File: src/rtl/mips_pkg.sv
// Shared constants and types for the pipelined MIPS datapath: control-bit
// positions, ALU op codes and the control bundle that travels past EX.
package mips_pkg;

    localparam int CTRL_REG_WRITE  = 5;
    localparam int CTRL_MEM_TO_REG = 4;
    localparam int CTRL_MEM_READ   = 3;
    localparam int CTRL_MEM_WRITE  = 2;
    localparam int CTRL_ALU_SRC    = 1;
    localparam int CTRL_REG_DST    = 0;

    localparam logic [2:0] ALU_AND = 3'b000;
    localparam logic [2:0] ALU_OR  = 3'b001;
    localparam logic [2:0] ALU_ADD = 3'b010;
    localparam logic [2:0] ALU_SUB = 3'b110;
    localparam logic [2:0] ALU_SLT = 3'b111;

    localparam logic [4:0] REG_ZERO = 5'd0;

    typedef struct packed {
        logic reg_write;
        logic mem_to_reg;
        logic mem_read;
        logic mem_write;
    } ex_ctrl_t;

    // alu_src and reg_dst are consumed in EX, only the upper four bits go on
    function automatic ex_ctrl_t to_ex_ctrl(input logic [5:0] id_ctrl);
        return ex_ctrl_t'(id_ctrl[CTRL_REG_WRITE:CTRL_MEM_WRITE]);
    endfunction

endpackage

File: src/rtl/mips_id_ex_stage_if.sv
// Bus between the decode/forwarding sources and the ID/EX stage; master is the
// surrounding pipeline, slave is the ID/EX stage itself.
interface mips_id_ex_stage_if #(
    parameter int DW = 32,
    parameter int AW = 5
);
    logic          id_valid;
    logic [AW-1:0] id_rs;
    logic [AW-1:0] id_rt;
    logic [AW-1:0] id_rd;
    logic [DW-1:0] id_rs_data;
    logic [DW-1:0] id_rt_data;
    logic [15:0]   id_imm;
    logic [2:0]    id_aluop;
    logic [5:0]    id_ctrl;
    logic          flush;

    logic          exmem_reg_write;
    logic [AW-1:0] exmem_rd;
    logic [DW-1:0] exmem_result;
    logic          memwb_reg_write;
    logic [AW-1:0] memwb_rd;
    logic [DW-1:0] memwb_result;

    logic          stall;
    logic          ex_valid;
    logic [2:0]    Aluop;
    logic [DW-1:0] a;
    logic [DW-1:0] b;
    logic [AW-1:0] ex_dest;
    logic [3:0]    ex_ctrl;
    logic [DW-1:0] ex_store_data;

    modport master (
        output id_valid, id_rs, id_rt, id_rd, id_rs_data, id_rt_data,
               id_imm, id_aluop, id_ctrl, flush,
               exmem_reg_write, exmem_rd, exmem_result,
               memwb_reg_write, memwb_rd, memwb_result,
        input  stall, ex_valid, Aluop, a, b, ex_dest, ex_ctrl, ex_store_data
    );

    modport slave (
        input  id_valid, id_rs, id_rt, id_rd, id_rs_data, id_rt_data,
               id_imm, id_aluop, id_ctrl, flush,
               exmem_reg_write, exmem_rd, exmem_result,
               memwb_reg_write, memwb_rd, memwb_result,
        output stall, ex_valid, Aluop, a, b, ex_dest, ex_ctrl, ex_store_data
    );
endinterface

File: src/rtl/mips_fwd_mux.sv
// Three-way operand selector: EX/MEM result, MEM/WB result or register data.
// EX/MEM is the younger producer so it takes precedence; r0 is never forwarded.
module mips_fwd_mux import mips_pkg::*; #(
    parameter int DW = 32,
    parameter int AW = 5
) (
    input  logic [AW-1:0] src,
    input  logic [DW-1:0] reg_data,
    input  logic          exmem_reg_write,
    input  logic [AW-1:0] exmem_rd,
    input  logic [DW-1:0] exmem_result,
    input  logic          memwb_reg_write,
    input  logic [AW-1:0] memwb_rd,
    input  logic [DW-1:0] memwb_result,
    output logic [DW-1:0] fwd_data
);

    always_comb begin
        fwd_data = reg_data;
        if (exmem_reg_write && (exmem_rd != AW'(REG_ZERO)) && (exmem_rd == src)) begin
            fwd_data = exmem_result;
        end else if (memwb_reg_write && (memwb_rd != AW'(REG_ZERO)) && (memwb_rd == src)) begin
            fwd_data = memwb_result;
        end
    end

endmodule

File: src/rtl/mips_id_ex_stage.sv
// ID/EX pipeline register with load-use stall detection, bubble insertion and
// operand forwarding in front of the 32-bit ALU.
module mips_id_ex_stage import mips_pkg::*; #(
    parameter int DW = 32,
    parameter int AW = 5
) (
    input logic               clk,
    input logic               rst_n,
    mips_id_ex_stage_if.slave bus
);

    localparam int EXT = DW - 16;

    logic          ex_valid_q;
    logic [AW-1:0] ex_rs_q;
    logic [AW-1:0] ex_rt_q;
    logic [DW-1:0] ex_rs_data_q;
    logic [DW-1:0] ex_rt_data_q;
    logic [15:0]   ex_imm_q;
    logic [2:0]    aluop_q;
    logic          ex_alu_src_q;
    logic [AW-1:0] ex_dest_q;
    ex_ctrl_t      ex_ctrl_q;

    logic          hazard;
    logic          load_id;
    logic [DW-1:0] fwd_rs;
    logic [DW-1:0] fwd_rt;

    // A load in EX whose destination is read by the ID instruction cannot be forwarded yet
    always_comb begin
        hazard = bus.id_valid & ex_valid_q & ex_ctrl_q.mem_read
               & (ex_dest_q != AW'(REG_ZERO))
               & ((ex_dest_q == bus.id_rs) | (ex_dest_q == bus.id_rt));
    end

    assign bus.stall = hazard & ~bus.flush;
    assign load_id   = bus.id_valid & ~bus.flush & ~hazard;

    // Every non-load case (flush, stall, empty ID) captures an all-zero bubble
    always_ff @(posedge clk or negedge rst_n) begin
        if (!rst_n) begin
            ex_valid_q   <= 1'b0;
            ex_rs_q      <= '0;
            ex_rt_q      <= '0;
            ex_rs_data_q <= '0;
            ex_rt_data_q <= '0;
            ex_imm_q     <= '0;
            aluop_q      <= '0;
            ex_alu_src_q <= 1'b0;
            ex_dest_q    <= '0;
            ex_ctrl_q    <= '0;
        end else if (load_id) begin
            ex_valid_q   <= 1'b1;
            ex_rs_q      <= bus.id_rs;
            ex_rt_q      <= bus.id_rt;
            ex_rs_data_q <= bus.id_rs_data;
            ex_rt_data_q <= bus.id_rt_data;
            ex_imm_q     <= bus.id_imm;
            aluop_q      <= bus.id_aluop;
            ex_alu_src_q <= bus.id_ctrl[CTRL_ALU_SRC];
            ex_dest_q    <= bus.id_ctrl[CTRL_REG_DST] ? bus.id_rd : bus.id_rt;
            ex_ctrl_q    <= to_ex_ctrl(bus.id_ctrl);
        end else begin
            ex_valid_q   <= 1'b0;
            ex_rs_q      <= '0;
            ex_rt_q      <= '0;
            ex_rs_data_q <= '0;
            ex_rt_data_q <= '0;
            ex_imm_q     <= '0;
            aluop_q      <= '0;
            ex_alu_src_q <= 1'b0;
            ex_dest_q    <= '0;
            ex_ctrl_q    <= '0;
        end
    end

    mips_fwd_mux #(.DW(DW), .AW(AW)) u_fwd_rs (
        .src             (ex_rs_q),
        .reg_data        (ex_rs_data_q),
        .exmem_reg_write (bus.exmem_reg_write),
        .exmem_rd        (bus.exmem_rd),
        .exmem_result    (bus.exmem_result),
        .memwb_reg_write (bus.memwb_reg_write),
        .memwb_rd        (bus.memwb_rd),
        .memwb_result    (bus.memwb_result),
        .fwd_data        (fwd_rs)
    );

    mips_fwd_mux #(.DW(DW), .AW(AW)) u_fwd_rt (
        .src             (ex_rt_q),
        .reg_data        (ex_rt_data_q),
        .exmem_reg_write (bus.exmem_reg_write),
        .exmem_rd        (bus.exmem_rd),
        .exmem_result    (bus.exmem_result),
        .memwb_reg_write (bus.memwb_reg_write),
        .memwb_rd        (bus.memwb_rd),
        .memwb_result    (bus.memwb_result),
        .fwd_data        (fwd_rt)
    );

    assign bus.ex_valid      = ex_valid_q;
    assign bus.Aluop         = aluop_q;
    assign bus.ex_dest       = ex_dest_q;
    assign bus.ex_ctrl       = ex_ctrl_q;
    assign bus.a             = fwd_rs;
    assign bus.b             = ex_alu_src_q ? {{EXT{ex_imm_q[15]}}, ex_imm_q} : fwd_rt;
    assign bus.ex_store_data = fwd_rt;

endmodule

File: src/flat_wrapper.sv
// flat-port wrapper written by rule: the top's interface ports become plain ports
module mips_id_ex_stage_flat import mips_pkg::*;
#(
    parameter int DW = 32,
    parameter int AW = 5
)
  (clk, rst_n, bus_id_valid, bus_id_rs, bus_id_rt, bus_id_rd, bus_id_rs_data, bus_id_rt_data, bus_id_imm, bus_id_aluop, bus_id_ctrl, bus_flush, bus_exmem_reg_write, bus_exmem_rd, bus_exmem_result, bus_memwb_reg_write, bus_memwb_rd, bus_memwb_result, bus_stall, bus_ex_valid, bus_Aluop, bus_a, bus_b, bus_ex_dest, bus_ex_ctrl, bus_ex_store_data);
  mips_id_ex_stage_if #(.DW(DW), .AW(AW)) bus_i ();
  input logic clk;
  input logic rst_n;
  input wire logic [$bits(bus_i.id_valid)-1:0] bus_id_valid;
  input wire logic [$bits(bus_i.id_rs)-1:0] bus_id_rs;
  input wire logic [$bits(bus_i.id_rt)-1:0] bus_id_rt;
  input wire logic [$bits(bus_i.id_rd)-1:0] bus_id_rd;
  input wire logic [$bits(bus_i.id_rs_data)-1:0] bus_id_rs_data;
  input wire logic [$bits(bus_i.id_rt_data)-1:0] bus_id_rt_data;
  input wire logic [$bits(bus_i.id_imm)-1:0] bus_id_imm;
  input wire logic [$bits(bus_i.id_aluop)-1:0] bus_id_aluop;
  input wire logic [$bits(bus_i.id_ctrl)-1:0] bus_id_ctrl;
  input wire logic [$bits(bus_i.flush)-1:0] bus_flush;
  input wire logic [$bits(bus_i.exmem_reg_write)-1:0] bus_exmem_reg_write;
  input wire logic [$bits(bus_i.exmem_rd)-1:0] bus_exmem_rd;
  input wire logic [$bits(bus_i.exmem_result)-1:0] bus_exmem_result;
  input wire logic [$bits(bus_i.memwb_reg_write)-1:0] bus_memwb_reg_write;
  input wire logic [$bits(bus_i.memwb_rd)-1:0] bus_memwb_rd;
  input wire logic [$bits(bus_i.memwb_result)-1:0] bus_memwb_result;
  output wire logic [$bits(bus_i.stall)-1:0] bus_stall;
  output wire logic [$bits(bus_i.ex_valid)-1:0] bus_ex_valid;
  output wire logic [$bits(bus_i.Aluop)-1:0] bus_Aluop;
  output wire logic [$bits(bus_i.a)-1:0] bus_a;
  output wire logic [$bits(bus_i.b)-1:0] bus_b;
  output wire logic [$bits(bus_i.ex_dest)-1:0] bus_ex_dest;
  output wire logic [$bits(bus_i.ex_ctrl)-1:0] bus_ex_ctrl;
  output wire logic [$bits(bus_i.ex_store_data)-1:0] bus_ex_store_data;
  assign bus_i.id_valid = bus_id_valid;
  assign bus_i.id_rs = bus_id_rs;
  assign bus_i.id_rt = bus_id_rt;
  assign bus_i.id_rd = bus_id_rd;
  assign bus_i.id_rs_data = bus_id_rs_data;
  assign bus_i.id_rt_data = bus_id_rt_data;
  assign bus_i.id_imm = bus_id_imm;
  assign bus_i.id_aluop = bus_id_aluop;
  assign bus_i.id_ctrl = bus_id_ctrl;
  assign bus_i.flush = bus_flush;
  assign bus_i.exmem_reg_write = bus_exmem_reg_write;
  assign bus_i.exmem_rd = bus_exmem_rd;
  assign bus_i.exmem_result = bus_exmem_result;
  assign bus_i.memwb_reg_write = bus_memwb_reg_write;
  assign bus_i.memwb_rd = bus_memwb_rd;
  assign bus_i.memwb_result = bus_memwb_result;
  assign bus_stall = bus_i.stall;
  assign bus_ex_valid = bus_i.ex_valid;
  assign bus_Aluop = bus_i.Aluop;
  assign bus_a = bus_i.a;
  assign bus_b = bus_i.b;
  assign bus_ex_dest = bus_i.ex_dest;
  assign bus_ex_ctrl = bus_i.ex_ctrl;
  assign bus_ex_store_data = bus_i.ex_store_data;
  mips_id_ex_stage #(.DW(DW), .AW(AW)) u_core (.clk(clk), .rst_n(rst_n), .bus(bus_i));
endmodule
File: config.mk
export PLATFORM = sky130hd
export DESIGN_NAME = mips_id_ex_stage_flat
export DESIGN_NICKNAME = d
export VERILOG_FILES = /design/src/rtl/mips_pkg.sv /design/src/rtl/mips_id_ex_stage_if.sv /design/src/rtl/mips_fwd_mux.sv /design/src/rtl/mips_id_ex_stage.sv /design/src/flat_wrapper.sv
export SDC_FILE = /design/constraint.sdc
export NUM_CORES = 1
export LEC_CHECK = 0
export CORE_MARGIN = 5
export CORE_UTILIZATION = 44
export DETAILED_ROUTE_END_ITERATION = 8
export PLACE_DENSITY = 0.91
export SYNTH_ARGS = -nofsm -noshare
export SYNTH_HDL_FRONTEND = slang
export SYNTH_SLANG_ARGS = --single-unit
export TNS_END_PERCENT = 10
File: constraint.sdc
create_clock -name clk -period 4.7 [get_ports clk]
set_clock_uncertainty 0.1 [all_clocks]
set_input_delay 0.94 -clock clk [delete_from_list [all_inputs] [get_ports clk]]
set_output_delay 0.94 -clock clk [all_outputs]
set_load 0.005 [all_outputs]
==> qor.txt, run 1 <==
Synthesis Warnings - 0
worst path bufs/invs - 3
Final ANT Viol Nets - 0
antenna cell count - 0
number of synthesized register bits - 104
Final Setup Violations - 0
reg2reg end - u_core.ex_rt_data_q[15]
via count - 5,454
largest net degree at the start of global routing - 105
Syn Inst Count - 587
Syn Area/Cell - 9.78 um^2
largest family of logic cells by synthesized area - simple AND/OR/NAND/NOR gates
most frequent cells in the layout - 288 x clkdlybuf4s50_1, 103 x dfrtp_1, 98 x and2_1, 52 x nor2_1, 51 x mux2i_1
Critical Path End Type - output pin
post-synth top area share - 45.3%
Final Slew Violations - 0
Least-Margin Pin Slew - 874 ps
drt total wl - 19,700 um
xor and xnor area share after synthesis - 4.58%
mux contribution to synthesized area - 9.07%
RSZ-0062 raised after global routing - false
critical path data required time - 3660 ps
vias per cell - 5.22
max incr delay on CP - 560 ps
VDD IR max - 0.000153 V
clk buf depth - 2
post-layout utilization of the core - 71.8%
status - finished clean
routability cong. - 0.895
port bufs - 293
Final Critical Period - 4580 ps
area share of and/or/nand/nor cells after synthesis - 22.3%
CP Class - input pin to output pin
Starting Density - 45.1%
vias in the first global route - 5,719
synth unique cells - 37
reg-to-reg slack, setup - 2300 ps
root buffer cell - clkbuf_16
CTS tree - built
most used cell, CP - clkdlybuf4s50_1
Worst Hold Class - input pin to asynchronous set/reset pin
H-tree levels - 3
Worst Path Max Fanout - 5
Area growth syn-to-layout - 59.0%
clk_lat worst skew - 330 ps
die width - 124 um
clock-pin slew on the worst setup and hold paths - 70 ps
GRT Overall Usage - 24.6%
critical path launch point type - input pin
Pwr Density - 234 nW/um^2
Synth Area in Adders - 0%
Final Hold Viols - 0
relative slew slack - 41.7%
DRC Markers - 0
setup slack after layout - 125 ps
HPWL Detailed - 15,100 um
worst r2r src - u_core.bus.ex_dest[4]
drt first pass iters - 6
synthesized area - 5740 um^2
maxcap violations - 0
final net count - 1,052
row cnt - 41
die height - 124 um
sequential cell area fraction in the yosys report - 45.3%
Top Ports - 294
worst reg2reg path depth - 5
hold_ws - 613 ps
critical-path cell list - clkdlybuf4s50_1, or4_1, o21a_1, and3_4, buf_4, mux2i_1, a221oi_1, clkdlybuf4s50_1
grt ovf - 0
CTS sink count - 104
Compound-Gate Fraction of Synth Area - 13.0%
Setup WS pre-CTS - -74.2 ps
die area - 15,400 um^2
Period Utilization, post-route - 97.3%
share of cells above drive strength 1 - 6.53%
Syn Nets - 771
crit path DAT - 3540 ps
largest area contributor in the netlist - dfrtp_1
Leakage Power - 0.00384 uW
Iter 0 DRT Violations - 366
Pwr Total - 2140 uW
initial antenna violation count - 0
most common cell after layout, fill and taps aside - clkdlybuf4s50_1
first-pass GRT wire length - 30,900 um
routed len/inst - 18.8 um
CP max stage cell - clkdlybuf4s50_1
core box area - 12,700 um^2
CP top delay family - buffers and inverters
TritonCTS Buffers - 9
top cells by area, synth - dfrtp_1 45%, and2_1 11%, mux2i_1 9.1%, nor2_1 3.4%, a221oi_1 3.4%
maximum clock rate - 219 MHz
registers in the layout, summed over array words and instances (netlist names):
register             count
u_core.ex_rs_data_q     32
u_core.ex_rt_data_q     32
u_core.ex_imm_q         16
u_core.bus.ex_dest       5
u_core.ex_rs_q           5
u_core.ex_rt_q           5
u_core.bus.ex_ctrl       4
u_core.bus.Aluop         3
u_core.bus.ex_valid      1
u_core.ex_alu_src_q      1
kinds of logic (layout without fill, tap and decap cells):
group | Yosys count | after routing
compound gates | 101 | 101
xor+xnor | 30 | 30
buf+inv | 60 | 346
flops | 104 | 104
mux | 52 | 52
simple gates | 240 | 240
timing repair:
action	4_1_cts	5_1_grt
endpoints found under the setup margin	9	14
resized for setup	3	6
pin swaps	0	1
setup buffers	0	0
hold buffers	0	0
layer usage:
| metal | vias up | GRT usage (%) | share of wire [%] |
|---|---|---|---|
| li1 | 2572 | - | - |
| met1 | 2571 | 28.8 | 39 |
| met2 | 278 | 44.3 | 51 |
| met3 | 33 | 5.96 | 8.2 |
| met4 | 0 | 7.54 | 2.4 |
| met5 | - | 0 | 0 |
worst reg2reg max path, stage by stage (launching register included):
cell	delay (ps)
dfrtp_1	430
or3_1	380
o311a_1	350
a21oi_4	150
buf_4	630
and2_1	290
through the flow:
step	cell area, um^2	TNS (ps)	instances
6_report	9130	0	1045
5_1_grt	9130	0	1045
4_1_cts	9110	0	1045
3_5_place_dp	8830	-94.7	1029
3_3_place_gp	8830	-6.89	1029
2_1_floorplan	5740	0	587
cell usage after synthesis (all sizes together):
cell type  number
a21oi          16
a221oi         32
and2           98
and3           19
and4            2
buf            17
clkbuf         28
dfrtp         104
inv            15
mux2i          52
nand2          36
nand2b          1
nand3           4
nor2           53
nor2b           5
nor3           19
o21a            2
o21ai          32
o22ai           1
o311a           1
o31ai          17
or3             1
or4             2
xnor2          14
xor2           16
final cells by class:
type	count	area (um^2)
Sequential cell	104	2600
Multi-Input combinational cell	423	2840
Tap cell	172	215
Fill cell	905	3590
Clock inverter	4	30.0
Timing Repair Buffer	315	3140
Inverter	15	56.3
Clock buffer	12	246
worst max-delay path by stage:
stage          cells past startpoint            start  slack [ps]   endpoint
3_3_place_gp                       8  bus_memwb_rd[1]          -7   bus_b[0]
4_1_cts                            8  bus_memwb_rd[1]          20  bus_b[13]
5_1_grt                            8  bus_memwb_rd[3]           9  bus_a[11]
3_5_place_dp                       8  bus_memwb_rd[1]         -70   bus_b[0]
2_1_floorplan                      7  bus_memwb_rd[1]        1150  bus_b[10]
6_report                           8  bus_memwb_rd[1]         120  bus_b[10]
where the power goes:
| part | total [uW] | leakage (uW) | switching (uW) | internal (uW) |
|---|---|---|---|---|
| Clock | 702 | 0.000133 | 326 | 377 |
| Sequential | 949 | 0.00140 | 20.2 | 929 |
| Combinational | 490 | 0.00231 | 182 | 307 |
Power figures use the tool's default switching activity.
==> inputs of run 2 (changes only) <==
clock period = 5.4 ns   (was 4.7 ns; I/O delays follow)
==> qor.txt, run 2 (synthesis gave the netlist of run 1 again) <==
crit path DAT - 3990 ps (was 3540 ps)
initial antenna violation count - 0 (unchanged)
Final Critical Period - 5170 ps
Worst Path Max Fanout - 19 (was 5)
post-layout utilization of the core - 71.3% (was 71.8%)
post-cts sizing count - 0 (was 3)
root buffer cell - clkbuf_16 (unchanged)
HPWL Detailed - 14,800 um (was 15,100 um)
largest net degree at the start of global routing - 105 (unchanged)
Pwr Total - 1970 uW (was 2140 uW)
clk_lat worst skew - 340 ps (was 330 ps)
most common cell after layout, fill and taps aside - clkdlybuf4s50_1 (unchanged)
Area growth syn-to-layout - 57.9% (was 59.0%)
Top Ports - 294 (unchanged)
antenna cell count - 0 (unchanged)
vias per cell - 5.26 (was 5.22)
GRT Overall Usage - 24.0% (was 24.6%)
VDD IR max - 0.000123 V (was 0.000153 V)
CTS tree - built (unchanged)
status - finished clean (unchanged)
port bufs - 293 (unchanged)
Setup WS pre-CTS - 244 ps (was -74.2 ps)
Setup Fix Bufs, Post-CTS - 0 (unchanged)
maxcap violations - 0 (unchanged)
Final Setup Violations - 0 (unchanged)
CTS sink count - 104 (unchanged)
TritonCTS Buffers - 9 (unchanged)
Least-Margin Pin Slew - 996 ps (was 874 ps)
via count - 5,435 (was 5,454)
H-tree levels - 3 (unchanged)
row cnt - 41 (unchanged)
most frequent cells in the layout - 292 x clkdlybuf4s50_1, 103 x dfrtp_1, 98 x and2_1, 52 x nor2_1, 52 x mux2i_1 (was 288 x clkdlybuf4s50_1, 103 x dfrtp_1, 98 x and2_1, 52 x nor2_1, 51 x mux2i_1)
Final ANT Viol Nets - 0 (unchanged)
Starting Density - 45.1% (unchanged)
die height - 124 um (unchanged)
Pwr Density - 217 nW/um^2 (was 234 nW/um^2)
relative slew slack - 33.6% (was 41.7%)
critical path data required time - 4220 ps (was 3660 ps)
worst r2r src - u_core.bus.ex_dest[4] (unchanged)
critical path launch point type - input pin (unchanged)
Final Hold Viols - 0 (unchanged)
Period Utilization, post-route - 95.7%
top flop regs - u_core.ex_rs_data_q (32), u_core.ex_rt_data_q (32), u_core.ex_imm_q (16) (unchanged)
maximum clock rate - 194 MHz
Final Slew Violations - 0 (unchanged)
grt ovf - 0 (unchanged)
final net count - 1,041 (was 1,052)
CP Class - input pin to output pin (unchanged)
die area - 15,400 um^2 (unchanged)
drt first pass iters - 4 (was 6)
setup slack after layout - 234 ps (was 125 ps)
clock-pin slew on the worst setup and hold paths - 70 ps (about the same)
vias in the first global route - 5,594 (was 5,719)
DRC Markers - 0 (unchanged)
Critical Path End Type - output pin (unchanged)
clk buf depth - 2 (unchanged)
share of cells above drive strength 1 - 5.34% (was 6.53%)
drt total wl - 19,500 um (was 19,700 um)
hold_ws - 734 ps (was 613 ps)
Iter 0 DRT Violations - 267 (was 366)
CTS Hold Bufs - 0 (unchanged)
Worst setup startpoint - bus_memwb_rd[1] (unchanged)
final-layout fill cell count - 930 (was 905)
first-pass GRT wire length - 29,800 um (was 30,900 um)
Leakage Power - 0.00376 uW (was 0.00384 uW)
Worst Hold Class - input pin to asynchronous set/reset pin (unchanged)
setup TNS - 0 ps (unchanged)
RSZ-0062 raised after global routing - false (unchanged)
routability cong. - 0.900 (was 0.895)
routed len/inst - 18.9 um (was 18.8 um)
die width - 124 um (unchanged)
core box area - 12,700 um^2 (unchanged)
-- run 2: cell count changes in the layout (fill, tap and decap cells not counted), moves of 2 or more --
cell,previous run,this run
buf_4,19,10
bufinv_16,0,2
clkbuf_1,2,0
clkdlybuf4s50_1,288,292
dlymetal6s2s_1,3,0
inv_6,1,4
-- run 2: layout make-up --
class | count | area [um^2] | area share, %
tap | 172 | 215 | 2.37
clock inverter | 6 | 95.1 | 1.05
inverter | 15 | 56.3 | 0.621
timing repair buffer | 304 | 3040 | 33.5
sequential | 104 | 2600 | 28.7
multi-input combinational | 423 | 2820 | 31.1
clock buffer | 10 | 239 | 2.64
-- run 2: metal layers --
layer	vias up	share of wire [%]	track usage (%)	routed length (um)
met5	-	0	0	0
met4	0	3.4	9.80	658
met3	46	8.9	6.43	1730
met2	295	50	42.2	9710
met1	2548	38	27.7	7400
li1	2546	-	-	-
-- run 2: path summary, 6_finish.rpt --
kind                                          end  slack (ps)  depth (start not counted)
min in group clk              u_core.bus.ex_valid        1070                          3
setup / recovery                        bus_b[17]         230                          8
hold reg to reg               u_core.bus.ex_valid        1070                          3
max in group asynchronous  u_core.ex_rt_data_q[5]        3470                          2
setup reg to reg           u_core.ex_rs_data_q[2]        2980                          5
hold / removal                u_core.ex_imm_q[15]         730                          1
-- run 2: worst max-delay path: stages --
cell and delay [ps]:
clkdlybuf4s50_1 470, or4_1 540, o21a_1 190, buf_4 220, nand3_2 400, a221oi_1 210, o31ai_1 300, clkdlybuf4s50_1 560
-- run 2: report_power, final --
part / total [uW] / internal, uW / leakage [uW] / switching [uW]
logic: 418 / 264 / 0.00220 / 154
clock network: 724 / 426 / 0.000164 / 298
registers: 827 / 808 / 0.00140 / 19.5
total: 1970 / 1500 / 0.00376 / 472
-- run 2: stage by stage --
| stage | instances | instance area, um^2 |
|---|---|---|
| final | 1034 | 9070 |
| after global routing | 1034 | 9070 |
| after CTS | 1034 | 9070 |
| after detailed placement | 1018 | 8730 |
| after global placement | 1018 | 8730 |
| after floorplan | 587 | 5740 |
